===== src/rtl/fifo_uart_tx.sv =====
// fifo_uart_tx: drains fifo_core one byte per frame and shifts it out as an async serial frame
module fifo_uart_tx #(
  parameter int WIDTH = 8,
  parameter int CLKS_PER_BIT = 16,
  parameter int PARITY_EN = 0
) (
  input  logic             clk,
  input  logic             reset,
  input  logic             tx_en,
  input  logic             empty,
  input  logic [WIDTH-1:0] fifo_data,
  output logic             rd_en,
  output logic             tx,
  output logic             busy,
  output logic             tx_done
);
  localparam int CW = $clog2(CLKS_PER_BIT);
  localparam int BW = $clog2(WIDTH) + 1;
  typedef enum logic [2:0] {IDLE, POP, LOAD, START, DATA, PARITY, STOP} state_e;
  state_e state_q, state_d;
  logic [CW-1:0] cnt_q, cnt_d;
  logic [BW-1:0] bit_q, bit_d;
  logic [WIDTH-1:0] shift_q, shift_d;
  logic par_q, par_d, tx_q, tx_d, rd_en_q, rd_en_d, busy_q, busy_d, done_q, done_d, tick;
  always_comb begin
    tick = cnt_q == CW'(CLKS_PER_BIT - 1);
    state_d = state_q;
    bit_d = bit_q;
    shift_d = shift_q;
    par_d = par_q;
    unique case (state_q)
      IDLE: state_d = tx_en && !empty ? POP : IDLE;
      POP: state_d = LOAD;
      LOAD: begin
        shift_d = fifo_data;
        par_d = 1'b0;
        bit_d = '0;
        state_d = START;
      end
      START: state_d = tick ? DATA : START;
      DATA: if (tick) begin
        shift_d = shift_q >> 1;
        par_d = par_q ^ shift_q[0];
        bit_d = bit_q + BW'(1);
        state_d = bit_q == BW'(WIDTH - 1) ? (PARITY_EN != 0 ? PARITY : STOP) : DATA;
      end
      PARITY: state_d = tick ? STOP : PARITY;
      STOP: state_d = tick ? IDLE : STOP;
      default: state_d = IDLE;
    endcase
    cnt_d = (tick || state_q inside {IDLE, POP, LOAD}) ? '0 : cnt_q + CW'(1);
    tx_d = state_d == START ? 1'b0 : state_d == DATA ? shift_d[0] : state_d == PARITY ? par_d : 1'b1;
    rd_en_d = state_d == POP;
    busy_d = state_q != IDLE;
    done_d = state_d == STOP && cnt_d == CW'(CLKS_PER_BIT - 1);
  end
  always_ff @(posedge clk) begin
    if (reset) begin
      state_q <= IDLE;
      cnt_q <= '0;
      bit_q <= '0;
      shift_q <= '0;
      par_q <= 1'b0;
      tx_q <= 1'b1;
      rd_en_q <= 1'b0;
      busy_q <= 1'b0;
      done_q <= 1'b0;
    end else begin
      state_q <= state_d;
      cnt_q <= cnt_d;
      bit_q <= bit_d;
      shift_q <= shift_d;
      par_q <= par_d;
      tx_q <= tx_d;
      rd_en_q <= rd_en_d;
      busy_q <= busy_d;
      done_q <= done_d;
    end
  end
  assign tx = tx_q;
  assign rd_en = rd_en_q;
  assign busy = busy_q;
  assign tx_done = done_q;
endmodule

===== config.mk =====
export PLATFORM = sky130hd
export DESIGN_NAME = fifo_uart_tx
export DESIGN_NICKNAME = d
export VERILOG_FILES = /design/src/rtl/fifo_uart_tx.sv
export SDC_FILE = /design/constraint.sdc
export NUM_CORES = 1
export LEC_CHECK = 0
export ABC_AREA = 1
export CAP_MARGIN = 40
export CORE_MARGIN = 2
export CORE_UTILIZATION = 35
export DETAILED_ROUTE_END_ITERATION = 10
export GPL_TIMING_DRIVEN = 0
export PLACE_DENSITY = 0.64
export SYNTH_ARGS = -nofsm -noshare
export SYNTH_HDL_FRONTEND = slang
export SYNTH_SLANG_ARGS = --single-unit

===== constraint.sdc =====
create_clock -name clk -period 3.6 [get_ports clk]
set_clock_uncertainty 0.15 [all_clocks]
set_input_delay 0.72 -clock clk [delete_from_list [all_inputs] [get_ports clk]]
set_output_delay 0.72 -clock clk [all_outputs]
set_load 0.01 [all_outputs]

==> After elaboration in Yosys (flattened, before gate mapping) <==
Index checks and enable logic that the tools add are counted.
{ "op_classes": {"addsub": 2, "eq_ne": 15, "n_mux": 17, "bitwise_logic": 1, "n_reduce_logical": 9} }
{ "op_table": {"columns": ["cell", "count"], "rows": [
  ["3-bit one-hot mux with 7 select lines", 1],
  ["3-bit == test, second input constant", 6],
  ["8-bit one-hot mux with 2 select lines", 1],
  ["3-bit by 2-bit == test with 1-bit output, second input constant", 3],
  ["3-bit two-way mux", 3],
  ["4-bit by 1-bit adder with 4-bit output, second input constant", 2],
  ["4-bit == test, second input constant", 2],
  ["4-bit two-way mux", 2],
  ["8-bit two-way mux", 1],
  ["4-bit one-hot mux with 2 select lines", 1],
  ["3-bit by 1-bit == test with 1-bit output, second input constant", 2],
  ["3-bit nonzero test", 2],
  ["1-bit two-way mux", 5],
  ["4-bit by 3-bit == test with 1-bit output, second input constant", 1],
  ["2-bit two-way mux", 2],
  ["3-bit logical NOT", 1],
  ["1-bit logical AND", 2],
  ["2-bit inequality test, second input constant", 1],
  ["1-bit one-hot mux with 2 select lines", 1],
  ["2-bit AND reduction", 1],
  ["2-bit nonzero test", 1],
  ["1-bit logical NOT", 1],
  ["1-bit logical OR", 1],
  ["1-bit XOR", 1]
]} }
{ "word_totals": {"reg_bits": 24, "output_inout_bits": 4, "word_cells": 54} }

==> Longest topological paths before layout <==
Gate-level depths: netlist (run 1).
{ "depth": {"ltp_word": 8, "mapped_depth": 10, "depth_no_buf": 10} }

==> Worst setup path after synthesis (run 1) <==
Ideal clock, no wire load.
{ "synth_timing": {"kind": "reg2reg", "start": "register cnt_q[0]", "end": "register tx_q (netlist: tx)", "setup_ps": 117, "arrival_time_ps": 1294, "t_required_ps": 3333, "setup_slack_ps": 2039, "path_stages_with_launch": 10, "period_less_slack_ps": 1561, "cell_sequence": "dfxtp_1 > ha_1 > nand3_4 > nor2_4 > buf_8 > nand3_1 > nand2_1 > nand2_1 > nand2_1 > nand3_2"} }
{ "synth_between": {"elab_chain_cells": 7, "word_cells_on_any_way": 16, "cone_classes": "4 x eq/ne; 12 x mux"} }
{ "synth_lines": {"columns": ["element", "line_no", "rtl"], "rows": [
  ["start: declaration", "21", "logic [CW-1:0] cnt_q, cnt_d;"],
  ["start signal: assignment", "70", "cnt_q <= cnt_d;"],
  ["4-bit == test (*)", "26", "tick = cnt_q == CW'(CLKS_PER_BIT - 1);"],
  ["2-bit two-way mux, or another cell as far along", "47", "PARITY: state_d = tick ? STOP : PARITY;"],
  ["3-bit one-hot mux with 7 select lines", "31", "unique case (state_q)"],
  ["3-bit == test", "52", "tx_d = state_d == START ? 1'b0 : state_d == DATA ? shift_d[0] : state_d == PARITY ? par_d : 1'b1;"],
  ["1-bit two-way mux (2 in a row)", "52", null],
  ["1-bit two-way mux (*)", "52", null],
  ["end signal: assignment", "74", "tx_q <= tx_d;"],
  ["end: declaration", "24", "logic par_q, par_d, tx_q, tx_d, rd_en_q, rd_en_d, busy_q, busy_d, done_q, done_d, tick;"]
]} }
Mark *: on every way between the ends. The rest lies on a longest branch, timed or not. The select of a mux whose other input is x is not followed.
A chain may end at the register's enable or synchronous reset.

==> Worst setup path in the final report (run 1) <==
{ "layout_timing": {"start": "register busy_q (netlist: busy)", "end": "output busy"} }
{ "layout_lines": {"columns": ["element", "line_no", "rtl"], "rows": [
  ["start: declaration", "24", null],
  ["start signal: assignment", "76", "busy_q <= busy_d;"],
  ["end: declaration", "14", "output logic busy,"]
]} }
No word-level cell between the ends.

==> results of run 1 <==
==> kinds of logic after synthesis <==
logic type	count (synthesis)	share of synthesized area (%)
and+or+nand+nor	84	36.6
DFF	24	42.4
AOI/OAI and AO/OA	21	10.4
buffers and inverters	17	6.85
xor gates and xnor gates	2	1.55
adders and majority gates	2	2.21
==> Yosys cell counts, drive strengths merged <==
| cell type | n |
|---|---|
| o21ai | 3 |
| nor3 | 5 |
| and3 | 1 |
| nand3 | 9 |
| a31oi | 2 |
| inv | 15 |
| dfxtp | 24 |
| xnor2 | 1 |
| nand4 | 2 |
| nand2 | 43 |
| clkbuf | 1 |
| a21oi | 12 |
| a22oi | 4 |
| ha | 2 |
| buf | 1 |
| nor2 | 24 |
| xor2 | 1 |
==> flip-flops by register name, summed over array words and instances, names as in the netlist <==
register,count
bit_q,4
busy,1
cnt_q,4
par_q,1
rd_en,1
shift_q,8
state_q,3
tx,1
tx_done,1
==> path summary, 6_finish.rpt <==
path | from | to | cells past startpoint
setup / recovery | busy$_SDFF_PP0_ | busy | 1
hold / removal | shift_q[6]$_SDFFE_PP0P_ | shift_q[6]$_SDFFE_PP0P_ | 2
setup reg to reg | cnt_q[0]$_SDFF_PP0_ | tx$_SDFF_PP1_ | 9
hold reg to reg | shift_q[6]$_SDFFE_PP0P_ | shift_q[6]$_SDFFE_PP0P_ | 2
==> routing by layer <==
layer / vias up / track usage (%)
met5: - / 0
met4: 0 / 5.59
met3: 2 / 1.92
met2: 21 / 22.1
met1: 450 / 16.3
li1: 527 / -
==> report_power, final <==
group / switching (W) / internal [W]
combinational: 0.000109 / 0.0000803
clock: 0.0000780 / 0.0000617
sequential: 0.0000239 / 0.000297
total: 0.000211 / 0.000439
==> layout make-up <==
type	instances	area [um2]	share of cell area, %
Multi-Input combinational cell	109	574	41.8
Buffer	2	18.8	1.37
Inverter	15	58.8	4.28
Sequential cell	24	480	35.0
Clock buffer	4	36.3	2.64
Tap cell	44	55.1	4.01
Timing Repair Buffer	15	150	10.9
==> per-stage QoR <==
step	hold WS, ns	cells	power, W
global route	0.334	213	0.000695
finish	0.324	213	0.000650
global placement	0.303	209	0.000515
detailed placement	0.309	209	0.000517
floorplan	0.289	150	0.000461
CTS	0.327	213	0.000659
==> impl_results.md, run 1 <==
* Most frequent cells in the layout: nand2_1, dfxtp_1, nor2_1
* RSZ-0062 raised after global routing: no
* Hpwl dp at 1660 um
* Largest net degree at the start of global routing at 14
* Netlist cell types at 24
* Startpoint types: flip-flop
* DR DRC count at 0
* Most common cell after layout, fill and taps aside: nand2_1
* First-pass GRT wire length at 3590 um
* Share of cells above drive strength 1 at 9.47%
* Worst-Skew Late Latency at 0.30 ns
* Leakage power at 0.559 nW
* Sequential area share after synthesis at 42.4%
* Placed cell area at 1340 um2
* Max transition margin at 67.9%
* Vias in the first global route at 878
* FP Rows at 20
* Initial Util at 36.8%
* Critical Path Sink Type: output port
* Core Box Area at 3080 um2
* CTS buffer count at 3
* Worst path slowest cell: clkdlybuf4s50_1
* WL final at 2110 um
* GRT overflow at 0
* CP bufs+invs at 1
* Mapped Avg Cell Area at 7.55 um2
* Vias per cell at 4.69
* DRT Pass-1 Iters at 4
* Initial antenna violation count at 0
* CTS tree: yes
* Post-Syn Nets at 164
* CP max FO at 1
* Mapped cell area at 1130 um2
* Slew @ Worst Pin at 0.481 ns
* CTS Buffer Depth at 2
* Power density over the cells at 473 nW/um2
* Met3 routed WL at 98 um
* Final ANT Viol Nets at 0
* N_diodes at 0
* CP Cell Sequence: clkdlybuf4s50_1
* DIE HEIGHT at 60.9 um
* Hold-fix buffers, CTS at 0
* DR WL/cell at 9.91 um
* M1 WL at 999 um
* Max Cap Viol at 0
* Nets@finish at 184
* Critical path's top delay family: buffers and inverters
* Final setup margin at 1.57 ns
* Top-area cell type share of the netlist area at 42.4%
* Crit path required time at 2.73 ns
* Yosys reg bits at 24
* Ports at 16
* PortBufs at 15
* Fin Setup TNS at 0 ns
* Wire length on met2 at 997 um
* Post_cts resized at 0
* Clock Tree Root: clkbuf_4
* Worst VDD drop at 0.244 mV
* H-tree Lvls at 1
* DRT iter0 DRCs at 28
* Top cells by area, synth: dfxtp_1, nand2_1, nor2_1
* Die width at 60.9 um
* Final Hold Vio Count at 0
* Core Util, Final at 44.6%
* HP Class: reg2reg
* Vias at 1000
* All-Layer GR Usage at 13.0%
* Tmin final at 2.03 ns
* Max Used Layer: met4
* CP peak stage delay at 0.53 ns
* Status: completed
* Total die area at 3710 um2
* Num Clock Sinks at 24
* Area Growth Syn to Fin at 21.3%
* Clk slew on worst S/H paths at 0.13 ns
* Worst EP arrival at 1.16 ns
* Slew Limit Fails at 0
* Place WS at 1.52 ns
* Final setup vio count at 0
* Post-CTS Setup Bufs at 0
* Synth Instances at 150
* # fillers at 332
* Crit share post-route at 56.4%
* RePlAce Congestion at 0.813
* R2R Setup Slk at 1.88 ns
* Crit path kind: reg2out
* Cell taking the most area after synthesis: dfxtp_1
* Fin area at 1370 um2
* Fmax at 493 MHz
* Ys Warns at 0
Note: power is estimated with default switching activity, not from simulation.
==> run 2: changes to the inputs <==
- PLACE_DENSITY: 0.64 -> 0.66
- clock period: 3.6 -> 1.85 ns (I/O delays scaled with it)
==> run 2 against run 1 <==
  * Critical path depth grew 8
  * Clock-buffer cell count unchanged
  * Sequential share of layout area down 0.13 points
  * Largest cell class unchanged
  * Cell count stayed put
  * Total power is 94% higher
  * Wire length rose by 1.7%
==> impl_results.md, run 2 (synthesis gave the netlist of run 1 again) <==
* Place WS at 0.0934 ns (was 1.52 ns)
* DRT Pass-1 Iters at 4 (unchanged)
* Crit path required time at 1.92 ns (was 2.73 ns)
* Clk slew on worst S/H paths at 0.12 ns (was 0.13 ns)
* CTS buffer count at 3 (unchanged)
* Tmin final at 1.69 ns
* Max Cap Viol at 0 (unchanged)
* N_diodes at 0 (unchanged)
* CP peak stage delay at 0.40 ns (was 0.53 ns)
* Worst VDD drop at 0.463 mV (was 0.244 mV)
* CTS tree: yes (unchanged)
* Initial antenna violation count at 0 (unchanged)
* CP max FO at 10 (was 1)
* Most common cell after layout, fill and taps aside: nand2_1 (unchanged)
* Hold-fix buffers, CTS at 0 (unchanged)
* H-tree Lvls at 1 (unchanged)
* Ports at 16 (unchanged)
* Critical path's top delay family: simple AND/OR/NAND/NOR gates (was buffers and inverters)
* Placed cell area at 1340 um2 (unchanged)
* Leakage power at 0.556 nW (was 0.559 nW)
* DR DRC count at 0 (unchanged)
* PortBufs at 15 (unchanged)
* GRT overflow at 0 (unchanged)
* Hpwl dp at 1670 um (was 1660 um)
* Crit share post-route at 91.6%
* # fillers at 317 (was 332)
* Startpoint types: flip-flop (unchanged)
* Vias at 1011 (was 1000)
* Largest net degree at the start of global routing at 14 (unchanged)
* Total die area at 3710 um2 (unchanged)
* Fmax at 590 MHz
* RePlAce Congestion at 0.853 (was 0.813)
* Slew Limit Fails at 0 (unchanged)
* First-pass GRT wire length at 3580 um (was 3590 um)
* Vias per cell at 4.75 (was 4.69)
* FP Rows at 20 (unchanged)
* Status: completed (unchanged)
* Fin area at 1380 um2 (was 1370 um2)
* Power density over the cells at 915 nW/um2 (was 473 nW/um2)
* Most frequent cells in the layout: nand2_1, dfxtp_1, nor2_1 (unchanged)
* Post-CTS Setup Bufs at 0 (unchanged)
* Share of cells above drive strength 1 at 10.7% (was 9.47%)
* Register name with the most flops: shift_q (unchanged)
* DR WL/cell at 10.1 um (was 9.91 um)
* Final setup margin at 0.156 ns (was 1.57 ns)
* RSZ-0062 raised after global routing: no (unchanged)
* Final setup vio count at 0 (unchanged)
* Worst path slowest cell: dfxtp_1 (was clkdlybuf4s50_1)
* Overall Power at 0.00126 W (was 0.000650 W)
* Die width at 60.9 um (unchanged)
* Slew @ Worst Pin at 0.473 ns (was 0.481 ns)
* Crit path kind: reg2reg (was reg2out)
* CP bufs+invs at 1 (unchanged)
* Worst-Skew Late Latency at 0.31 ns (was 0.30 ns)
* Critical Path Sink Type: flip-flop (was output port)
* CTS Buffer Depth at 2 (unchanged)
* Vias in the first global route at 918 (was 878)
* DIE HEIGHT at 60.9 um (unchanged)
* Fin Setup TNS at 0 ns (unchanged)
* Worst EP arrival at 1.76 ns (was 1.16 ns)
* Area Growth Syn to Fin at 21.8% (was 21.3%)
* All-Layer GR Usage at 13.1% (was 13.0%)
* Min Hold Slack at 0.328 ns (was 0.324 ns)
* HP Class: reg2reg (unchanged)
* Largest register FFs at 8 (unchanged)
* Num Clock Sinks at 24 (unchanged)
* Clock Tree Root: clkbuf_4 (unchanged)
* R2R Setup Slk at 0.16 ns (was 1.88 ns)
* Initial Util at 36.8% (unchanged)
* Nets@finish at 184 (unchanged)
* WL final at 2150 um (was 2110 um)
* Final Hold Vio Count at 0 (unchanged)
* Max transition margin at 68.5% (was 67.9%)
* Core Box Area at 3080 um2 (unchanged)
* Biggest regs: shift_q: 8 flops, bit_q: 4 flops, cnt_q: 4 flops (unchanged)
* Final ANT Viol Nets at 0 (unchanged)
* DRT iter0 DRCs at 14 (was 28)
* CP Cell Sequence: ha_2, nand3_4, nor2_4, buf_8, nand3_1, nand2_1, nand2_1, nand2_1, nand3_2 (was clkdlybuf4s50_1)
* Top cell by count, worst path: nand2_1
run 2: final timing paths:
kind,from,endpoint,cells past startpoint
max,cnt_q[0]$_SDFF_PP0_,tx$_SDFF_PP1_,9
min reg2reg,shift_q[2]$_SDFFE_PP0P_,shift_q[2]$_SDFFE_PP0P_,2
min,shift_q[2]$_SDFFE_PP0P_,shift_q[2]$_SDFFE_PP0P_,2
max reg2reg,cnt_q[0]$_SDFF_PP0_,tx$_SDFF_PP1_,9
run 2: report_power, final:
group | internal [W] | total [W] | switching [W] | leakage (nW)
registers | 0.000577 | 0.000622 | 0.0000453 | 0.195
logic | 0.000156 | 0.000368 | 0.000211 | 0.340
clock network | 0.000120 | 0.000272 | 0.000151 | 0.0210
run 2: worst reg2reg max path: cells and delay by family (launching register included):
family	cells	cell delay, ns
buffers and inverters	1	0.16
AND/OR/NAND/NOR	7	0.64
adder cells (fa/ha/maj)	1	0.24
flip-flops	1	0.40
run 2: routing by layer:
layer  vias up  wire length (um)  global-route usage (%)
met1       462               963                    14.7
met5         -                 0                       0
met2        22              1050                    22.9
li1        523                 -                       -
met3         4                85                    2.35
met4         0                48                    8.07
run 2: cell type report:
cell class                      instances  area, um2  area share [%]
Buffer                                  2       18.8            1.36
Inverter                               15       58.8            4.26
Clock buffer                            4       36.3            2.63
Timing Repair Buffer                   15        150            10.9
Multi-Input combinational cell        109        579            42.0
Sequential cell                        24        480            34.8
Tap cell                               44       55.1            3.99
run 2: through the flow:
| stage | utilization [%] | instances |
|---|---|---|
| 6_report | 44.8 | 213 |
| 5_1_grt | 44.8 | 213 |
| 4_1_cts | 44.6 | 213 |
| 3_5_place_dp | 43.5 | 209 |
| 3_3_place_gp | 43.5 | 209 |
| 2_1_floorplan | - | 150 |
run 2: what timing repair did:
item,4_1_cts,5_1_grt
resized for setup,0,2
hold endpoints to repair,0,0
endpoints found under the setup margin,0,1
==> run 3: changes to the inputs <==
- CORE_UTILIZATION: 35 -> 47
- PLACE_DENSITY: 0.66 -> 0.82
==> run 3 against run 2 <==
  * Final area shrank 0.27%
  * Worst hold slack lost 0.0074 ns
  * Setup slack lost 0.0060 ns
  * Combinational power is 3% higher
  * Register-to-register slack hardly changed
  * Critical endpoint unchanged
  * Highest routed layer unchanged
  * Wire length increased by 5.2%
  * Sequential cell count stayed put
  * Sequential share of layout area up 0.095 points
  * Critical path type unchanged
  * Non-clock buffer count stayed put
  * Total power grew 9.5%
==> impl_results.md, run 3 (synthesis gave the netlist of run 1 again) <==
* DRT iter0 DRCs at 37 (was 14)
* Vias at 1025 (was 1011)
* CTS buffer count at 3 (unchanged)
* Crit path required time at 1.93 ns (was 1.92 ns)
* N_diodes at 0 (unchanged)
* Final ANT Viol Nets at 0 (unchanged)
* Ports at 16 (unchanged)
* Worst VDD drop at 0.592 mV (was 0.463 mV)
* Final Hold Vio Count at 0 (unchanged)
* Top cell by count, worst path: nand2_1 (unchanged)
* Tmin final at 1.70 ns (was 1.69 ns)
* Worst EP arrival at 1.78 ns (was 1.76 ns)
* Largest register FFs at 8 (unchanged)
* Share of cells above drive strength 1 at 10.7% (unchanged)
* Core Box Area at 2250 um2 (was 3080 um2)
* Startpoint types: flip-flop (unchanged)
* Fin area at 1380 um2 (about the same)
* R2R Setup Slk at 0.15 ns (was 0.16 ns)
* Max transition margin at 67.4% (was 68.5%)
* Status: completed (unchanged)
* CTS Buffer Depth at 2 (unchanged)
* All-Layer GR Usage at 18.3% (was 13.1%)
* Final setup vio count at 0 (unchanged)
* CP max FO at 10 (unchanged)
* Largest net degree at the start of global routing at 15 (was 14)
* Vias in the first global route at 930 (was 918)
* First-pass GRT wire length at 3710 um (was 3580 um)
* Post-CTS Setup Bufs at 0 (unchanged)
* Crit path kind: reg2reg (unchanged)
* Worst path slowest cell: dfxtp_1 (unchanged)
* Initial Util at 50.2% (was 36.8%)
* CP peak stage delay at 0.41 ns (was 0.40 ns)
* # fillers at 210 (was 317)
* Register name with the most flops: shift_q (unchanged)
* Placed cell area at 1320 um2 (was 1340 um2)
* Num Clock Sinks at 24 (unchanged)
* Slew @ Worst Pin at 0.488 ns (was 0.473 ns)
* Slew Limit Fails at 0 (unchanged)
* Most common cell after layout, fill and taps aside: nand2_1 (unchanged)
* Overall Power at 0.00138 W (was 0.00126 W)
* Biggest regs: shift_q: 8 flops, bit_q: 4 flops, cnt_q: 4 flops (unchanged)
* DRT Pass-1 Iters at 4 (unchanged)
* PortBufs at 15 (unchanged)
* Final setup margin at 0.150 ns (was 0.156 ns)
* Area Growth Syn to Fin at 21.4% (was 21.8%)
* CTS tree: yes (unchanged)
* DIE HEIGHT at 53.1 um (was 60.9 um)
* HP Class: reg2reg (unchanged)
* Worst-Skew Late Latency at 0.32 ns (was 0.31 ns)
* Nets@finish at 184 (unchanged)
* Fin Setup TNS at 0 ns (unchanged)
* Initial antenna violation count at 0 (unchanged)
* Clock Tree Root: clkbuf_4 (unchanged)
* Fmax at 588 MHz (was 590 MHz)
* RePlAce Congestion at 0.878 (was 0.853)
* Clk slew on worst S/H paths at 0.13 ns (was 0.12 ns)
* DR WL/cell at 11.5 um (was 10.1 um)
* CP Cell Sequence: ha_2, nand3_4, nor2_4, buf_8, nand3_1, nand2_1, nand2_1, nand2_1, nand3_2 (unchanged)
* FP Rows at 17 (was 20)
* Critical Path Sink Type: flip-flop (unchanged)
* WL final at 2260 um (was 2150 um)
* Hpwl dp at 1740 um (was 1670 um)
* Min Hold Slack at 0.321 ns (was 0.328 ns)
* Die width at 53.1 um (was 60.9 um)
* Total die area at 2820 um2 (was 3710 um2)
* Place WS at 0.0839 ns (was 0.0934 ns)
* DR DRC count at 0 (unchanged)
* Leakage power at 0.562 nW (was 0.556 nW)
* RSZ-0062 raised after global routing: no (unchanged)
* Power density over the cells at 1000 nW/um2 (was 915 nW/um2)
* H-tree Lvls at 1 (unchanged)
* Crit share post-route at 91.9% (was 91.6%)
* Vias per cell at 5.20 (was 4.75)
* GRT overflow at 0 (unchanged)
* Most frequent cells in the layout: nand2_1, dfxtp_1, nor2_1 (unchanged)
* Max Cap Viol at 0 (unchanged)
==> run 3: cell count changes in the layout (fill, tap and decap cells not counted) <==
cell / delta
clkbuf_8: -1
bufinv_16: +1
==> run 3: final timing paths <==
| kind | from | end | depth (start not counted) |
|---|---|---|---|
| hold / removal | shift_q[7]$_SDFFE_PP0P_ | shift_q[7]$_SDFFE_PP0P_ | 2 |
| setup / recovery | cnt_q[0]$_SDFF_PP0_ | tx$_SDFF_PP1_ | 9 |
| hold reg to reg | shift_q[7]$_SDFFE_PP0P_ | shift_q[7]$_SDFFE_PP0P_ | 2 |
| setup reg to reg | cnt_q[0]$_SDFF_PP0_ | tx$_SDFF_PP1_ | 9 |
==> run 3: critical path, delay by kind of cell, from the launching register on <==
kind / cells / cell delay, ns
AND/OR/NAND/NOR: 7 / 0.63
flip-flops: 1 / 0.41
adder cells (fa/ha/maj): 1 / 0.25
buffers and inverters: 1 / 0.16
==> run 3: timing repair <==
| action | in CTS | in global routing |
|---|---|---|
| endpoints found under the hold margin | 0 | 0 |
| hold buffers | 0 | 0 |
| resized for setup | 0 | 2 |
| endpoints found under the setup margin | 0 | 1 |
==> run 3: through the flow <==
step | std cells | util, %
6_report | 197 | 61.0
3_5_place_dp | 193 | 58.4
5_1_grt | 197 | 61.0
3_3_place_gp | 193 | 58.4
2_1_floorplan | 150 | -
4_1_cts | 197 | 60.8
==> run 3: power breakdown <==
| group | switching [W] | internal, W |
|---|---|---|
| Combinational | 0.000221 | 0.000157 |
| Sequential | 0.0000479 | 0.000577 |
| Clock | 0.000159 | 0.000219 |
| Total | 0.000429 | 0.000953 |
==> run 3: final cells by class <==
class,count,area [um2],share of cell area [%]
Inverter,15,58.8,4.28
Sequential cell,24,480,34.9
Multi-Input combinational cell,109,579,42.1
Timing Repair Buffer,15,150,10.9
Clock inverter,1,30.0,2.18
Tap cell,28,35.0,2.55
Clock buffer,3,22.5,1.64
Buffer,2,18.8,1.36
==> run 3: metal layers <==
layer	part of all wire [%]	up-vias	global-route usage [%]
met1	44	470	19.9
met2	50	30	33.5
li1	-	520	-
met5	0	-	0
met4	2.1	0	10.3
met3	4.4	5	2.54
